[config.mk]
export PLATFORM = sky130hd
export DESIGN_NAME = rr_grant_arbiter
export DESIGN_NICKNAME = d
export VERILOG_FILES = /design/src/rtl/rr_arbiter_pkg.sv /design/src/rtl/rr_pick.sv /design/src/rtl/rr_grant_arbiter.sv
export SDC_FILE = /design/constraint.sdc
export NUM_CORES = 1
export LEC_CHECK = 0
export BUFFER_PORTS_ARGS = -buffer_cell sky130_fd_sc_hd__buf_2
export CORE_AREA = 2 2 100 102
export DETAILED_ROUTE_END_ITERATION = 16
export DIE_AREA = 0 0 102 104
export PLACE_DENSITY_LB_ADDON = 0.05
export SLEW_MARGIN = 10
export SYNTH_ARGS = -nofsm -noshare
export SYNTH_HDL_FRONTEND = slang
export SYNTH_SLANG_ARGS = --single-unit
[constraint.sdc]
create_clock -name i_clk -period 5.99 [get_ports i_clk]
set_input_delay 1.198 -clock i_clk [delete_from_list [all_inputs] [get_ports i_clk]]
set_output_delay 1.198 -clock i_clk [all_outputs]
set_load 0.03 [all_outputs]
[src/rtl/rr_arbiter_pkg.sv]
// Shared types and helpers for the round-robin grant arbiter.
package rr_arbiter_pkg;

   typedef enum logic {
      IDLE  = 1'b0,
      GRANT = 1'b1
   } rr_state_e;

   // Explicit wrap so non-power-of-two widths never land on an unused index.
   function automatic int unsigned wrap_inc(input int unsigned v, input int unsigned width);
      return (v + 1 == width) ? 0 : v + 1;
   endfunction

endpackage

[src/rtl/rr_pick.sv]
// Combinational round-robin pick: first unmasked request scanning upward from i_ptr with wrap.
module rr_pick #(
   parameter  int unsigned WIDTH     = 16,
   localparam int unsigned WIDTH_LOG = $clog2(WIDTH)
) (
   input  logic [WIDTH-1:0]     i_req,
   input  logic [WIDTH_LOG-1:0] i_ptr,
   input  logic [WIDTH-1:0]     i_mask,
   output logic [WIDTH-1:0]     o_pick,
   output logic [WIDTH_LOG-1:0] o_idx,
   output logic                 o_any
);

   localparam logic [WIDTH_LOG:0] W_EXT = (WIDTH_LOG + 1)'(WIDTH);

   logic [WIDTH-1:0] w_req;
   assign w_req = i_req & ~i_mask;

   always_comb begin
      logic [WIDTH_LOG:0] w_pos;
      o_pick = '0;
      o_idx  = '0;
      o_any  = 1'b0;
      w_pos  = '0;
      for (int unsigned i = 0; i < WIDTH; i++) begin
         // ptr < WIDTH and i < WIDTH, so a single subtraction is enough to wrap.
         w_pos = {1'b0, i_ptr} + (WIDTH_LOG + 1)'(i);
         if (w_pos >= W_EXT) w_pos = w_pos - W_EXT;
         if (!o_any && w_req[w_pos[WIDTH_LOG-1:0]]) begin
            o_pick[w_pos[WIDTH_LOG-1:0]] = 1'b1;
            o_idx                        = w_pos[WIDTH_LOG-1:0];
            o_any                        = 1'b1;
         end
      end
   end

endmodule

[src/rtl/rr_grant_arbiter.sv]
// Round-robin arbiter with a registered one-hot grant held until the consumer accepts it.
module rr_grant_arbiter
   import rr_arbiter_pkg::*;
#(
   parameter  int unsigned WIDTH     = 16,
   localparam int unsigned WIDTH_LOG = $clog2(WIDTH)
) (
   input  logic                 i_clk,
   input  logic                 i_rst,
   input  logic [WIDTH-1:0]     i_req,
   output logic [WIDTH-1:0]     o_gnt,
   output logic                 o_gnt_vld,
   input  logic                 i_gnt_rdy,
   output logic [WIDTH_LOG-1:0] o_ptr
);

   rr_state_e            r_state, w_state_d;
   logic [WIDTH-1:0]     r_gnt, w_gnt_d;
   logic [WIDTH_LOG-1:0] r_idx, w_idx_d;
   logic [WIDTH_LOG-1:0] r_ptr, w_ptr_d;

   logic                 w_xfer;
   logic [WIDTH_LOG-1:0] w_ptr_inc;
   logic [WIDTH_LOG-1:0] w_pick_ptr;
   logic [WIDTH-1:0]     w_mask;
   logic [WIDTH-1:0]     w_pick;
   logic [WIDTH_LOG-1:0] w_pick_idx;
   logic                 w_pick_any;

   assign w_xfer    = (r_state == GRANT) && i_gnt_rdy;
   assign w_ptr_inc = WIDTH_LOG'(wrap_inc(32'(r_idx), WIDTH));

   // On a transfer, re-arbitrate from the rotated pointer with the served requester excluded.
   assign w_pick_ptr = w_xfer ? w_ptr_inc : r_ptr;
   assign w_mask     = w_xfer ? r_gnt : '0;

   rr_pick #(
      .WIDTH (WIDTH)
   ) u_pick (
      .i_req  (i_req),
      .i_ptr  (w_pick_ptr),
      .i_mask (w_mask),
      .o_pick (w_pick),
      .o_idx  (w_pick_idx),
      .o_any  (w_pick_any)
   );

   always_ff @(posedge i_clk) begin
      if (i_rst) begin
         r_state <= IDLE;
         r_gnt   <= '0;
         r_idx   <= '0;
         r_ptr   <= '0;
      end else begin
         r_state <= w_state_d;
         r_gnt   <= w_gnt_d;
         r_idx   <= w_idx_d;
         r_ptr   <= w_ptr_d;
      end
   end

   always_comb begin
      w_state_d = r_state;
      w_gnt_d   = r_gnt;
      w_idx_d   = r_idx;
      w_ptr_d   = r_ptr;
      unique case (r_state)
         IDLE: begin
            if (w_pick_any) begin
               w_state_d = GRANT;
               w_gnt_d   = w_pick;
               w_idx_d   = w_pick_idx;
            end
         end
         GRANT: begin
            if (w_xfer) begin
               w_ptr_d = w_ptr_inc;
               if (w_pick_any) begin
                  w_gnt_d = w_pick;
                  w_idx_d = w_pick_idx;
               end else begin
                  w_state_d = IDLE;
                  w_gnt_d   = '0;
               end
            end
         end
         default: begin
            w_state_d = IDLE;
            w_gnt_d   = '0;
         end
      endcase
   end

   always_comb begin
      o_gnt_vld = (r_state == GRANT);
      o_gnt     = r_gnt;
      o_ptr     = r_ptr;
   end

endmodule

Yosys cells after proc, flatten, opt, wreduce, memory -nomap -nowiden --
Cells that the tools add are included.
Word-level totals: input bits 19, bits in registers 25
Operators by class: eq/ne operators 3, magnitude comparators 48, bitwise logic cells 18, mux-type cells 141, $add $sub $neg 32, reductions and logical operators 48
Operator list (count):
- $mux 16 | 20
- $or 16x16->16 | 15
- $mux 4 | 36
- $lt 4x5->1 const B | 16
- $ge 5x5->1 const B | 15
- $bmux 1 s4 | 16
- $demux 1 s4 | 16
- $ge 4x1->1 const B | 16
- $sub 4x1->4 const B | 16
- $mux 1 | 50
- $add 4x4->5 const B | 8
- $logic_and 1x1->1 | 32
- $pmux 16 s2 | 1
- $add 4x3->5 const B | 4
- $and 16x16->16 | 1
- $not 16->16 | 1
- $logic_not 1->1 | 15
- $add 4x1->5 const B | 2
- $add 4x2->5 const B | 2
- $pmux 4 s2 | 1
- $eq 5x5->1 const B | 1
- $ge 4x5->1 const B | 1
- $ne 2x1->1 const B | 2
- $pmux 1 s2 | 1
- other kinds (2) | 2

Longest topological paths before layout --
word-level depth 57, mapped depth 21

Cells and area by module --
A second synthesis with hierarchy kept.
Unflattened totals: cells, all modules 757, area, all modules 5791.8 um2
Modules (own cells, without submodules):
- rr_pick | area each 4698.3 um2, instances 1, cells an instance 638
- rr_grant_arbiter | area each 1093.5 um2, instances 1, cells an instance 119

Worst setup path before layout --
Ideal clock, no wire load.
kind input -> register, from input port i_gnt_rdy, to register r_gnt[5], in the netlist o_gnt[5], data arrival time 5.374 ns, required time 5.910 ns, library setup time 0.080 ns, stages on the path 16, path slack 0.536 ns, cells stage by stage buf_2 > a21oi_1 > a21o_1 > clkbuf_1 > buf_1 > ha_1 > o21ai_1 > xnor2_1 > mux2_2 > nor4_4 > nand4bb_1 > nor3b_4 > a21oi_2 > a221oi_1 > a221oi_1 > a211oi_2
On the way: longest elaborated chain between the ends 55, elaborated cells between the ends (all ways) 264, those cells by class add/sub (31); order compare (48); eq/ne (2); mux (118); bitwise (17); reduce/logical (48)
RTL lines:
- start, declared | line rr_grant_arbiter.sv:13 | input logic i_gnt_rdy,
- $logic_and 1x1->1 * | line rr_grant_arbiter.sv:30 | assign w_xfer = (r_state == GRANT) && i_gnt_rdy;
- branches (longest 54 deep; another with $add 4x1->5)
- end signal, assigned | line rr_grant_arbiter.sv:56 | r_gnt <= w_gnt_d;
- end, declared | line rr_grant_arbiter.sv:18 | logic [WIDTH-1:0] r_gnt, w_gnt_d;
Every way passes the cells marked *. The select of a mux whose other input is x is not followed. A chain may end at the register's enable or synchronous reset.

Worst setup path after layout --
from input port i_gnt_rdy, to register r_gnt[10], in the netlist o_gnt[10]
The elaborated chain is that of the path after synthesis.

==> reports/qor.yml <==
status: "completed"
drtIter0Drc: 1213
start_util_pct: 53.6
rrSetupSlack_ps: 390
path_class: "input pin to register"
design.core.area_um2: 9550
rsz0062_at_grt: "false"
area_delta_synth_final_pct: 9.28
synth_edf_count: 0
skew_ps: 7.16
power_mw: 2.71
finalSetupTns_ps: 0
cp_slowest_stage_delay_ps: 700
timing.final.crit_share_pct: 98.2
cts_resized: 0
rows: 36
crit_fanout: 18
cts-hold-fix-buffers: 0
die_w_um: 102
dieArea_um2: 10600
final-setup-viol-count: 0
ys_ff_latch: 25
cts.htree.levels: 1
wl_per_cell_um: 26.3
reg2reg_to: "o_gnt[10]"
fin_hold_ws_ps: 530
min_to: "r_idx[1]"
die_h_um: 104
regArea_um2: 500
clock_tree.buffer_depth: 2
grt_max_degree: 34
nets: 781
syn_avg_cell_area_um2: 7.13
syn-cell-area_um2: 5120
ys_warn_count: 0
numCtsBuffers: 3
slew_headroom_pct: 40.6
start_kind: "input pin"
root_buffer: "clkbuf_8"
final_antenna_net_count: 0
hpwl_mm: 17.5
cpMaxStageDelayCell: "a2111oi_0"
multi_input_area_um2: 4300
grt.overflow.total: 0
critical_path_required_ps: 6130
worst_r2r_startpoint: "o_gnt_vld"
peakVddDrop_uv: 376
finalHoldViolations: 0
post-route-min-period_ps: 5880
syn-num-nets: 751
layout_common_cells: "84 x nand2_1, 58 x nor2_1, 54 x nand3_1"
min_from: "r_idx[1]"
yosysSeqAreaShare_pct: 9.77
synth_ff_type: "dfxtp_1"
final_common_cell: "nand2_1"
firstDrtPassIters: 8
io_pins: 40
max_cap_violations: 0
wirelength_mm: 23.1
fillCellCount: 912
cellLeakagePower_nw: 2.12
dp_cells: 876
hold_class: "register to register"
critPathArrivalTime_ps: 6020
layout-drive-gt1-share_pct: 19.9
port_buffers: 39
cp-end-kind: "register"
tightest_slew_ps: 869
fmax_mhz: 170
cts_tree: "yes"
grt_pass1_vias: 6002
cts_setup_buffers: 0
whs_path_depth: 2
synth_cell_types: 83
antennaDiodeCount: 0
grt_pass1_wl_mm: 35.0
vias_per_cell: 7.54
stdcell_count: 880
cts.sinks: 25
synthCells: 718
path_cells: "buf_2 > a21bo_1 > and2_1 > inv_2 > ha_1 > buf_4 > mux4_2 > mux2_2 > mux2i_1 > nor3_4 > nand3_4 > nor2_1 > a21oi_1 > nor2_1 > a2111oi_0 > a21oi_1"
synth-async-reset-ratio_pct: 0
antenna_found_initial: 0
vias: 6637
crit_family: "compound AO/OA/AOI/OAI gates"
track_usage_pct: 42.4
clkTransAtPathRegs_ps: 100
drv_slew: 0
powerDensity_nw_per_um2: 484
gp_congestion: 1.07
crit_buf_inv: 3
rr_worst_depth: 15
clk-insertion-delay-late_ps: 280
drc: 0
==> area by class of cell <==
| class | count | share of cell area (%) |
|---|---|---|
| Sequential cell | 25 | 8.94 |
| Inverter | 20 | 1.39 |
| Clock inverter | 1 | 0.134 |
| Tap cell | 133 | 2.97 |
| Timing Repair Buffer | 79 | 9.07 |
| Multi-Input combinational cell | 619 | 76.8 |
| Clock buffer | 3 | 0.738 |
==> registers in the layout, summed over array words and instances (netlist names) <==
name / count
r_idx: 4
o_gnt: 16
o_ptr: 4
o_gnt_vld: 1
==> report_power, final <==
group          total [mW]  leakage [nW]  internal, mW  switching (mW)
combinational        2.35          1.89         0.794            1.56
clock               0.106        0.0217        0.0473          0.0590
sequential          0.248         0.206         0.206          0.0420
total                2.71          2.12          1.05            1.66
==> through the flow <==
step	area (um^2)	worst slack (ps)	utilization, %
after floorplan	5120	536	-
after global placement	5550	153	58.1
after detailed placement	5550	148	58.1
after CTS	5600	411	58.6
after global routing	5600	70.8	58.6
final	5600	109	58.6
==> synthesized netlist by cell type (8+ instances only) <==
cell	n	share of area (%)
inv_1	16	1.2
nor2_1	58	4.3
o22ai_1	14	1.7
nand4_1	20	2.4
nand2_1	84	6.2
mux4_2	14	6.2
buf_2	12	1.2
nand3_1	54	5.3
nor3_1	24	2.3
a211oi_1	19	2.8
o21ai_0	35	3.4
a31oi_1	11	1.3
o211ai_1	11	1.6
a22oi_1	8	1.2
a21oi_1	49	4.8
a221oi_1	11	1.9
clkbuf_1	34	2.5
dfxtp_1	25	9.8
mux2_2	13	2.9
mux2i_1	24	4.7
o2111ai_1	11	1.9
xnor2_1	10	1.7
ha_1	14	3.4
==> metal layers <==
metal  GRT usage [%]  vias to the layer above  part of all wire, %
met1            58.9                     3030                   37
li1                -                     2847                    -
met4            15.9                        0                  5.7
met5               0                        -                    0
met3            11.6                      122                   16
met2            62.2                      638                   42
==> tightest hold or removal path, stage by stage (launching register included) <==
cell and delay, ps:
dfxtp_1 340, nor2_1 100, nor4_1 50
==> cell families (layout without fill, tap and decap cells) <==
family	Yosys count	count (layout)	share of synthesized area [%]
xor gates and xnor gates	15	15	3.59
AOI/OAI and AO/OA	239	239	32.3
DFF	25	25	9.77
muxes	53	53	14.4
buffers and inverters	74	103	6.50
adders and majority gates	14	14	3.42
and+or+nand+nor	298	298	30.0
==> worst max-delay path by stage <==
stage               cells past startpoint       from   endpoint  slack [ps]
floorplan                              16  i_gnt_rdy   o_gnt[5]         540
global placement                       16  i_gnt_rdy  o_gnt[10]         150
detailed placement                     16  i_gnt_rdy  o_gnt[10]         150
CTS                                    16  i_gnt_rdy  o_gnt[10]         410
global route                           16  i_gnt_rdy  o_gnt[10]          70
finish                                 16  i_gnt_rdy  o_gnt[10]         110
(Power assumes the default switching activity.)
